<file path="config.mk">
export PLATFORM = sky130hd
export DESIGN_NAME = mem_stage_flat
export DESIGN_NICKNAME = d
export VERILOG_FILES = /design/src/rtl/mem_stage_pkg.sv /design/src/rtl/mem_stage_if.sv /design/src/rtl/mem_load_align.sv /design/src/rtl/mem_stage.sv /design/src/flat_wrapper.sv
export SDC_FILE = /design/constraint.sdc
export NUM_CORES = 1
export LEC_CHECK = 0
export ABC_AREA = 0
export ABC_CLOCK_PERIOD_IN_PS = 2050
export BUFFER_PORTS_ARGS = -buffer_cell sky130_fd_sc_hd__buf_2
export CAP_MARGIN = 20
export CORE_AREA = 2 2 154 156
export CTS_CLUSTER_SIZE = 40
export DETAILED_ROUTE_END_ITERATION = 6
export DIE_AREA = 0 0 156 158
export GPL_ROUTABILITY_DRIVEN = 0
export GPL_TIMING_DRIVEN = 0
export PLACE_DENSITY = 0.5
export SYNTH_ARGS = -nofsm -noshare
export SYNTH_HDL_FRONTEND = slang
export SYNTH_SLANG_ARGS = --single-unit
</file>
<file path="constraint.sdc">
create_clock -name clk -period 2.05 [get_ports clk]
set_input_delay 0.1025 -clock clk [delete_from_list [all_inputs] [get_ports clk]]
set_output_delay 0.1025 -clock clk [all_outputs]
set_load 0.005 [all_outputs]
</file>
<file path="src/rtl/mem_stage_pkg.sv">
// Shared definitions for the MEM stage: aluop codes and FSM state encoding.
package mem_stage_pkg;

  localparam logic [7:0] ALUOP_BUBBLE = 8'h11;
  localparam logic [7:0] ALUOP_LB     = 8'h90;
  localparam logic [7:0] ALUOP_LBU    = 8'h91;
  localparam logic [7:0] ALUOP_LH     = 8'h92;
  localparam logic [7:0] ALUOP_LHU    = 8'h93;
  localparam logic [7:0] ALUOP_LW     = 8'h94;
  localparam logic [7:0] ALUOP_SB     = 8'h98;
  localparam logic [7:0] ALUOP_SH     = 8'h99;
  localparam logic [7:0] ALUOP_SW     = 8'h9A;

  typedef enum logic {
    ST_IDLE = 1'b0,
    ST_WAIT = 1'b1
  } mem_state_t;

  typedef enum logic [1:0] {
    SZ_NONE = 2'd0,
    SZ_BYTE = 2'd1,
    SZ_HALF = 2'd2,
    SZ_WORD = 2'd3
  } acc_size_t;

  function automatic logic is_load(input logic [7:0] op);
    return (op == ALUOP_LB) || (op == ALUOP_LBU) || (op == ALUOP_LH) ||
           (op == ALUOP_LHU) || (op == ALUOP_LW);
  endfunction

  function automatic logic is_store(input logic [7:0] op);
    return (op == ALUOP_SB) || (op == ALUOP_SH) || (op == ALUOP_SW);
  endfunction

endpackage

</file>
<file path="src/rtl/mem_stage_if.sv">
// Data-memory bus: request/ack handshake between the MEM stage and memory.
interface mem_stage_if;
  logic        dm_req;
  logic        dm_we;
  logic [3:0]  dm_be;
  logic [31:0] dm_addr;
  logic [31:0] dm_wdata;
  logic        dm_ack;
  logic [31:0] dm_rdata;

  modport master (
    output dm_req, dm_we, dm_be, dm_addr, dm_wdata,
    input  dm_ack, dm_rdata
  );

  modport slave (
    input  dm_req, dm_we, dm_be, dm_addr, dm_wdata,
    output dm_ack, dm_rdata
  );
endinterface

</file>
<file path="src/rtl/mem_load_align.sv">
// Selects the addressed byte/half of the read word and sign/zero extends it.
module mem_load_align
  import mem_stage_pkg::*;
(
  input  logic [7:0]  aluop,
  input  logic [1:0]  lane,
  input  logic [31:0] rdata,
  output logic [31:0] data
);

  logic signed [7:0]  byte_s;
  logic signed [15:0] half_s;

  // Lane selection followed by extension according to the load flavour.
  always_comb begin
    byte_s = rdata[7:0];
    case (lane)
      2'd1:    byte_s = rdata[15:8];
      2'd2:    byte_s = rdata[23:16];
      2'd3:    byte_s = rdata[31:24];
      default: byte_s = rdata[7:0];
    endcase
    half_s = lane[1] ? rdata[31:16] : rdata[15:0];

    case (aluop)
      ALUOP_LB:  data = 32'(byte_s);
      ALUOP_LBU: data = {24'd0, $unsigned(byte_s)};
      ALUOP_LH:  data = 32'(half_s);
      ALUOP_LHU: data = {16'd0, $unsigned(half_s)};
      default:   data = rdata;
    endcase
  end

endmodule

</file>
<file path="src/rtl/mem_stage.sv">
// MIPS32 memory-access stage: bus handshake, stall generation, load
// alignment and the MEM/WB pipeline register.
module mem_stage
  import mem_stage_pkg::*;
(
  input  logic        clk,
  input  logic        rst_n,
  input  logic [7:0]  mem_aluop,
  input  logic [4:0]  mem_wa,
  input  logic [31:0] mem_wd,
  input  logic        mem_wreg,
  input  logic        mem_mreg,
  input  logic        mem_whilo,
  input  logic [31:0] mem_din,
  input  logic [63:0] mem_hilo,
  mem_stage_if.master dm,
  output logic        stallreq_mem,
  output logic [4:0]  fwd_wa,
  output logic        fwd_wreg,
  output logic [31:0] fwd_wd,
  output logic [4:0]  wb_wa,
  output logic        wb_wreg,
  output logic [31:0] wb_wd,
  output logic        wb_whilo,
  output logic [63:0] wb_hilo,
  output logic        wb_misalign
);

  mem_state_t state, state_nxt;
  acc_size_t  size;
  logic       ld, st, misalign, access, req;
  logic [1:0] lane;
  logic [3:0] be;
  logic [31:0] wdata, load_data;

  assign lane = mem_wd[1:0];
  assign ld   = is_load(mem_aluop);
  assign st   = is_store(mem_aluop);

  // Access width decode and alignment check.
  always_comb begin
    size = SZ_NONE;
    case (mem_aluop)
      ALUOP_LB, ALUOP_LBU, ALUOP_SB: size = SZ_BYTE;
      ALUOP_LH, ALUOP_LHU, ALUOP_SH: size = SZ_HALF;
      ALUOP_LW, ALUOP_SW:            size = SZ_WORD;
      default:                       size = SZ_NONE;
    endcase
    misalign = ((size == SZ_HALF) && lane[0]) ||
               ((size == SZ_WORD) && (lane != 2'b00));
    access   = (ld || st) && !misalign;
  end

  // Store byte enables and lane-replicated write data.
  always_comb begin
    be    = 4'b0000;
    wdata = mem_din;
    case (mem_aluop)
      ALUOP_SB: begin
        be    = 4'b0001 << lane;
        wdata = {4{mem_din[7:0]}};
      end
      ALUOP_SH: begin
        be    = lane[1] ? 4'b1100 : 4'b0011;
        wdata = {2{mem_din[15:0]}};
      end
      ALUOP_SW: be = 4'b1111;
      default:  be = 4'b0000;
    endcase
  end

  // FSM state register; reset aborts any outstanding access.
  always_ff @(posedge clk or negedge rst_n) begin
    if (!rst_n) state <= ST_IDLE;
    else        state <= state_nxt;
  end

  // FSM next state, bus request and stall; an ack with no request is ignored.
  always_comb begin
    state_nxt    = state;
    req          = 1'b0;
    stallreq_mem = 1'b0;
    case (state)
      ST_IDLE: begin
        if (access) begin
          req = 1'b1;
          if (!dm.dm_ack) begin
            stallreq_mem = 1'b1;
            state_nxt    = ST_WAIT;
          end
        end
      end
      ST_WAIT: begin
        req          = 1'b1;
        stallreq_mem = !dm.dm_ack;
        if (dm.dm_ack) state_nxt = ST_IDLE;
      end
      default: state_nxt = ST_IDLE;
    endcase
  end

  // Gating with rst_n makes the request fall the moment reset asserts.
  assign dm.dm_req   = req && rst_n;
  assign dm.dm_we    = st;
  assign dm.dm_be    = be;
  assign dm.dm_addr  = {mem_wd[31:2], 2'b00};
  assign dm.dm_wdata = wdata;

  mem_load_align u_align (
    .aluop (mem_aluop),
    .lane  (lane),
    .rdata (dm.dm_rdata),
    .data  (load_data)
  );

  assign fwd_wa   = mem_wa;
  assign fwd_wreg = mem_wreg && !misalign;
  assign fwd_wd   = (ld && mem_mreg) ? load_data : mem_wd;

  // MEM/WB register: bubble while stalled, otherwise capture the result.
  always_ff @(posedge clk or negedge rst_n) begin
    if (!rst_n) begin
      wb_wa       <= 5'd0;
      wb_wreg     <= 1'b0;
      wb_wd       <= 32'd0;
      wb_whilo    <= 1'b0;
      wb_hilo     <= 64'd0;
      wb_misalign <= 1'b0;
    end else if (stallreq_mem) begin
      wb_wa       <= 5'd0;
      wb_wreg     <= 1'b0;
      wb_wd       <= 32'd0;
      wb_whilo    <= 1'b0;
      wb_hilo     <= 64'd0;
      wb_misalign <= 1'b0;
    end else begin
      wb_wa       <= fwd_wa;
      wb_wreg     <= fwd_wreg;
      wb_wd       <= fwd_wd;
      wb_whilo    <= mem_whilo && !misalign;
      wb_hilo     <= mem_hilo;
      wb_misalign <= misalign;
    end
  end

endmodule

</file>
<file path="src/flat_wrapper.sv">
// flat-port wrapper written by rule: the top's interface ports become plain ports
module mem_stage_flat import mem_stage_pkg::*;
  (clk, rst_n, mem_aluop, mem_wa, mem_wd, mem_wreg, mem_mreg, mem_whilo, mem_din, mem_hilo, stallreq_mem, fwd_wa, fwd_wreg, fwd_wd, wb_wa, wb_wreg, wb_wd, wb_whilo, wb_hilo, wb_misalign, dm_dm_req, dm_dm_we, dm_dm_be, dm_dm_addr, dm_dm_wdata, dm_dm_ack, dm_dm_rdata);
  mem_stage_if dm_i ();
  input  logic clk;
  input  logic rst_n;
  input  logic [7:0] mem_aluop;
  input  logic [4:0] mem_wa;
  input  logic [31:0] mem_wd;
  input  logic mem_wreg;
  input  logic mem_mreg;
  input  logic mem_whilo;
  input  logic [31:0] mem_din;
  input  logic [63:0] mem_hilo;
  output logic stallreq_mem;
  output logic [4:0] fwd_wa;
  output logic fwd_wreg;
  output logic [31:0] fwd_wd;
  output logic [4:0] wb_wa;
  output logic wb_wreg;
  output logic [31:0] wb_wd;
  output logic wb_whilo;
  output logic [63:0] wb_hilo;
  output logic wb_misalign;
  output wire logic [$bits(dm_i.dm_req)-1:0] dm_dm_req;
  output wire logic [$bits(dm_i.dm_we)-1:0] dm_dm_we;
  output wire logic [$bits(dm_i.dm_be)-1:0] dm_dm_be;
  output wire logic [$bits(dm_i.dm_addr)-1:0] dm_dm_addr;
  output wire logic [$bits(dm_i.dm_wdata)-1:0] dm_dm_wdata;
  input wire logic [$bits(dm_i.dm_ack)-1:0] dm_dm_ack;
  input wire logic [$bits(dm_i.dm_rdata)-1:0] dm_dm_rdata;
  assign dm_dm_req = dm_i.dm_req;
  assign dm_dm_we = dm_i.dm_we;
  assign dm_dm_be = dm_i.dm_be;
  assign dm_dm_addr = dm_i.dm_addr;
  assign dm_dm_wdata = dm_i.dm_wdata;
  assign dm_i.dm_ack = dm_dm_ack;
  assign dm_i.dm_rdata = dm_dm_rdata;
  mem_stage u_core (.clk(clk), .rst_n(rst_n), .mem_aluop(mem_aluop), .mem_wa(mem_wa), .mem_wd(mem_wd), .mem_wreg(mem_wreg), .mem_mreg(mem_mreg), .mem_whilo(mem_whilo), .mem_din(mem_din), .mem_hilo(mem_hilo), .dm(dm_i), .stallreq_mem(stallreq_mem), .fwd_wa(fwd_wa), .fwd_wreg(fwd_wreg), .fwd_wd(fwd_wd), .wb_wa(wb_wa), .wb_wreg(wb_wreg), .wb_wd(wb_wd), .wb_whilo(wb_whilo), .wb_hilo(wb_hilo), .wb_misalign(wb_misalign));
endmodule
</file>
# [Yosys cells after proc, flatten, opt, wreduce, memory -nomap -nowiden]
# Cells that the tools add are included.
[classes] eq_ne=13 n_shift=1 n_mux=20 bitwise=1 reduce_logical=21
[op_table] op="32-bit case mux with 4 select lines" n=1
[op_table] op="8-bit equality test, second input constant" n=8
[op_table] op="32-bit two-way mux" n=2
[op_table] op="64-bit two-way mux" n=1
[op_table] op="32-bit case mux with 2 select lines" n=1
[op_table] op="8-bit case mux with 3 select lines" n=1
[op_table] op="16-bit two-way mux" n=1
[op_table] op="4-bit case mux with 3 select lines" n=1
[op_table] op="2-bit equality test, second input constant" n=4
[op_table] op="1-bit logical OR" n=8
[op_table] op="1-bit logical AND" n=7
[op_table] op="1-bit two-way mux" n=6
[op_table] op="1-bit case mux with 2 select lines" n=3
[op_table] op="2-bit case mux with 3 select lines" n=1
[op_table] op="3-bit OR reduction" n=2
[op_table] op="5-bit two-way mux" n=1
[op_table] op="4-bit two-way mux" n=1
[op_table] op="1-bit by 2-bit left shift with 4-bit output, first input constant" n=1
[op_table] op="2-bit by 1-bit equality test with 1-bit output, second input constant" n=1
[op_table] op="1-bit zero test" n=2
[op_table] op="2-bit nonzero test" n=1
[op_table] op="2-bit OR reduction" n=1
[op_table] op="1-bit inverter" n=1
[word_totals] reg_bits=105 in_bits=179 out_inout_bits=213 word_cells=63

# [Longest topological paths before layout]
[depth] ltp_word=11 mapped_depth=8 mapped_depth_nobuf=5

# [By module]
# From an unflattened synthesis, not the netlist that was laid out.
[hier_totals] cells_unflattened=473 area_unflattened_um2=5391.4
[by_module_without_submodules] mod="mem_stage" n_inst=1 cells_each=376 area_each_um2=4738.3 seq_area_each_um2=2627.5
[by_module_without_submodules] mod="mem_load_align" n_inst=1 cells_each=97 area_each_um2=653.1 seq_area_each_um2=0.0

# [Worst setup path after synthesis]
# No wires, ideal clock.
[synth_path] path_kind="in2reg" startpoint="input port mem_wd[1]" endpoint="register u_core.wb_wd[28]" setup_ns=0.125 arrival_ns=1.425 required_ns=1.925 slack_ns=0.500 stages=7 path_buffers=3 cell_sequence="buf_6 > mux4_2 > a31oi_4 > and2b_1 > buf_4 > buf_6 > a211oi_1"
[synth_between] elab_chain_cells=8 elab_cells_between_ends=15 cone_classes="eq/ne (3); mux (7); reduce/logical (5)"
[synth_lines] item="start, declared" line="flat_wrapper.sv:9" source="input logic [31:0] mem_wd;"
[synth_lines] item="parallel branches: the longest is 7 deep, another holds 32-bit case mux with 4 select lines"
[synth_lines] item="32-bit two-way mux *" line="mem_stage.sv:129" source="end else if (stallreq_mem) begin"
[synth_lines] item="end signal, assigned" line="mem_stage.sv:139" source="wb_wd <= fwd_wd;"
[synth_lines] item="end, declared" line="mem_stage.sv:23" source="output logic [31:0] wb_wd,"
# Every way passes the cells marked *.

# [Worst setup path after layout]
[layout_path] startpoint="input port mem_aluop[5]" endpoint="output port fwd_wd[7]"
[layout_between] elab_chain_cells=7 elab_cells_between_ends=12 cone_classes="eq/ne (5); mux (2); reduce/logical (5)"
[layout_lines] item="start, declared" line="flat_wrapper.sv:7" source="input logic [7:0] mem_aluop;"
[layout_lines] item="8-bit equality test" line="mem_stage_pkg.sv:27, mem_load_align.sv:25"
[layout_lines] item="1-bit logical OR (3 in a row)" line="mem_stage_pkg.sv:27" source="return (op == ALUOP_LB) || (op == ALUOP_LBU) || (op == ALUOP_LH) ||"
[layout_lines] item="1-bit logical OR" line="mem_stage_pkg.sv:28" source="(op == ALUOP_LHU) || (op == ALUOP_LW);"
[layout_lines] item="1-bit logical AND" line="mem_stage.sv:118" source="assign fwd_wd = (ld && mem_mreg) ? load_data : mem_wd;"
[layout_lines] item="32-bit two-way mux *" line="mem_stage.sv:118"
[layout_lines] item="end, declared" line="flat_wrapper.sv:18" source="output logic [31:0] fwd_wd;"
# Mark *: on every way between the ends. The rest lies on a longest branch, timed or not.

==> results.cfg <==
[worst_setup_path]
reg2reg_from = u_core.state$_DFF_PN0_
worst_reg2reg_setup_slack_ns = 0.72
worst_setup_path_start_kind = input port
critPathRequiredTime_ns = 1.95
startpoint = mem_aluop[5]
cp.arrival_ns = 1.91
worstReg2RegEnd = u_core.wb_hilo[47]$_DFF_PN0_
worst_r2r_path_depth = 5
criticalPathCategory = input port to primary output
timing.critical_path.fanout_max = 10
cp-end-kind = primary output

[logic_synthesis]
dominant_combinational_cell_family_by_area_after_synthesis = simple AND/OR/NAND/NOR gates
netlist.area_leader.share_pct = 47.0
synthTopCellsByCount = 105 x dfrtp_1, 86 x nor2b_1, 51 x buf_4
dominant_synthesized_flop_cell = dfrtp_1
yosysWarningCount = 0
synthMostInstantiatedCell = dfrtp_1
yosys.area.top_type = dfrtp_1
ys_seq_area_share_pct = 47.0
post_synth_num_cell_types = 56
synthCells = 539
synth.area.mux_share_pct = 8.60
synthArstFlopShare_pct = 100
area_fraction_in_compound_gates_after_synthesis_pct = 13.5
synthAdderAreaFrac_pct = 0
synth_area_per_cell_um2 = 10.4
postSynthRegisterBits = 105
syn-cell-area_um2 = 5590
synth_xor_area_share_pct = 0
synth_enable_flop_cells = 0
synthSimpleGateAreaFrac_pct = 19.2
synthTopCellsByArea = dfrtp_1 47%, nor2b_1 9.6%, buf_4 6.9%, a21oi_1 3.4%, mux2_2 3.2%

[sta]
max_freq_ghz = 0.497
holdWs_ns = 0.0104
clock_skew_ns = 0.00980
setup_tns_ns = 0
setup_violation_total_in_the_final_timing_report = 0
report.final.slew_viol_count = 0
rsz0062_at_grt = true
final.setup.worst_slack_ns = 0.0362
worst-slew-pin-transition_ns = 0.685
layout_worst_path_cycle_share_pct = 98.2
timing.final.hold_violations = 0
slew-limit-headroom_pct = 54.3
fin_crit_ns = 2.01

[detailed_routing]
detailroute.via_count = 5887
drt.antenna.violating_nets = 0
detailedRoute.firstPassIterationCount = 4
route.final.wire_length_um = 23600
remaining_drc_errors = 0
post_drt_wl_per_cell_um = 18.1
drt_first_iter_violations = 216
routed_via_density = 4.50

[cts]
worstSkewPairLatency_ns = 0.35
clockRootBuffer = clkbuf_16
cts_num_sinks = 105
cts-buffers-inserted = 9
clk_path_buf_depth = 2
cts_tree = done
cts-htree-levels = 3
clock_transition_at_the_registers_of_the_reported_paths_ns = 0.08

[global_routing]
grtUsageTotal_pct = 18.3
grt_pass1_vias = 5724
grt_overflow = 0
grt_first_pass_wirelength_um = 33700
grt_max_degree = 68
grt_antenna_before_repair = 2

[floorplan]
die_y_um = 158
floorplan.die.width_um = 156
effective_utilization_at_floorplan_pct = 24.2
core_area_um2 = 23100
num_io_pins = 392
floorplan.die_area_um2 = 24600
row_count = 56

[power]
internal_power_mw = 3.68
power.clock.fraction_pct = 33.9
comb_power_share_pct = 22.5
p_leak_nw = 4.60
power.density_cell_area_nw_per_um2 = 565
seq_power_share_pct = 43.6
power.ir.vdd_worst_mv = 0.371
switching_share_pct = 27.6
switchingPower_mw = 1.41

[final_layout]
layout.filler_cells = 2322
post_route_cells_drive_above_1_share_pct = 52.7
layout-area-overhead-vs-synth_pct = 61.2
post-route-cell-area_um2 = 9010
design.final.nets = 1191

[min_path]
min_delay_worst_endpoint = u_core.wb_hilo[2]$_DFF_PN0_
hold_depth = 2
hp-class = input port to flop
hp-start = mem_hilo[2]

[job]
drv_cap = 0

[outcome]
status = complete, no violations

[place]
number_of_port_buffers = 386
place_area_um2 = 7930
pre_cts_ws_ns = -0.291
hpwlAfterDp_um = 18600
-- cells by family after synthesis --
group / after synthesis
muxes: 36
and+or+nand+nor: 194
DFF: 105
buffers and inverters: 96
AOI/OAI and AO/OA: 107
other: 1
-- placed cells by master, fill, tap and decap left out, drive strengths merged, types with 2 or more instances in the layout --
cell	Yosys	routed
nor2b	86	86
nor3	2	2
inv	9	12
conb	1	2
o2bb2ai	2	2
a21oi	39	39
dfrtp	105	105
o32ai	5	5
or2	9	9
o41ai	6	6
mux2i	12	12
and3b	2	2
nor4	6	6
nand2b	2	2
buf	82	473
and3	3	3
nor2	45	45
mux2	16	16
a21o	6	6
o21ai	10	10
a2111oi	6	6
and2	2	2
a221o	3	3
a32oi	2	2
clkbuf	3	16
a211oi	18	18
nand2	29	29
dlygate4sd3	0	67
clkinv	2	5
mux4	8	8
a22oi	3	3
-- cell type report --
cell class | instances | area [um2] | share of cell area [%]
clock inverter | 6 | 57.6 | 0.639
timing repair buffer | 461 | 2670 | 29.7
inverter | 11 | 41.3 | 0.458
multi-input combinational | 339 | 2380 | 26.4
tap | 290 | 363 | 4.03
clock buffer | 10 | 239 | 2.65
antenna | 1 | 2.50 | 0.0278
buffer | 85 | 624 | 6.93
sequential | 105 | 2630 | 29.2
-- layer usage --
metal	GRT usage [%]	part of all wire, %	vias to the layer above
met5	0	0.025	-
met4	5.42	1.7	2
met3	5.31	9.2	18
met2	33.4	51	326
met1	20.8	38	2780
li1	-	-	2761
-- through the flow --
| step | instances | util, % | power (mW) |
|---|---|---|---|
| 3_5_place_dp | 1220 | 34.4 | 3.30 |
| 5_1_grt | 1307 | 39.1 | 5.34 |
| 3_3_place_gp | 1216 | 34.2 | 3.29 |
| 2_1_floorplan | 540 | - | 2.70 |
| 4_1_cts | 1305 | 38.8 | 5.16 |
| 6_report | 1308 | 39.1 | 5.09 |
-- worst max path at each step --
stage / end / slack [ns] / cells after the start
2_1_floorplan: u_core.wb_wd[28]$_DFF_PN0_ / 0.50 / 7
3_3_place_gp: dm_dm_req / -0.49 / 3
3_5_place_dp: fwd_wd[2] / -0.29 / 8
4_1_cts: fwd_wreg / -0.001 / 9
5_1_grt: dm_dm_wdata[24] / -0.01 / 9
6_report: fwd_wd[7] / 0.04 / 10
-- registers in the layout, summed over array words and instances (netlist names) --
name / cells
u_core.wb_hilo: 64
u_core.wb_whilo: 1
u_core.wb_wa: 5
u_core.wb_wreg: 1
u_core.wb_wd: 32
u_core.wb_misalign: 1
u_core.state: 1
-- worst max-delay path: stages --
cell and delay, ns:
buf_2 0.10, nand4bb_1 0.29, buf_6 0.22, or2_4 0.25
buf_6 0.14, o21a_1 0.19, a222oi_1 0.24, buf_4 0.20
inv_1 0.04, buf_2 0.13
-- power by group through the flow --
stage	clock [mW]	sequential, mW	combinational (mW)
after CTS	1.79	2.22	1.15
final	1.72	2.22	1.14
after global routing	1.85	2.23	1.26
after floorplan	0	2.29	0.409
after global placement	0	2.26	1.03
after detailed placement	0	2.26	1.04
-- timing repair --
item / CTS / global route
gates resized for setup: 9 / 15
setup buffers: 2 / 2
hold endpoints to repair: 104 / 0
pin swaps: 2 / 2
hold buffers: 67 / 0
setup endpoints to repair: 24 / 23
Note: power is estimated with default switching activity, not from simulation.
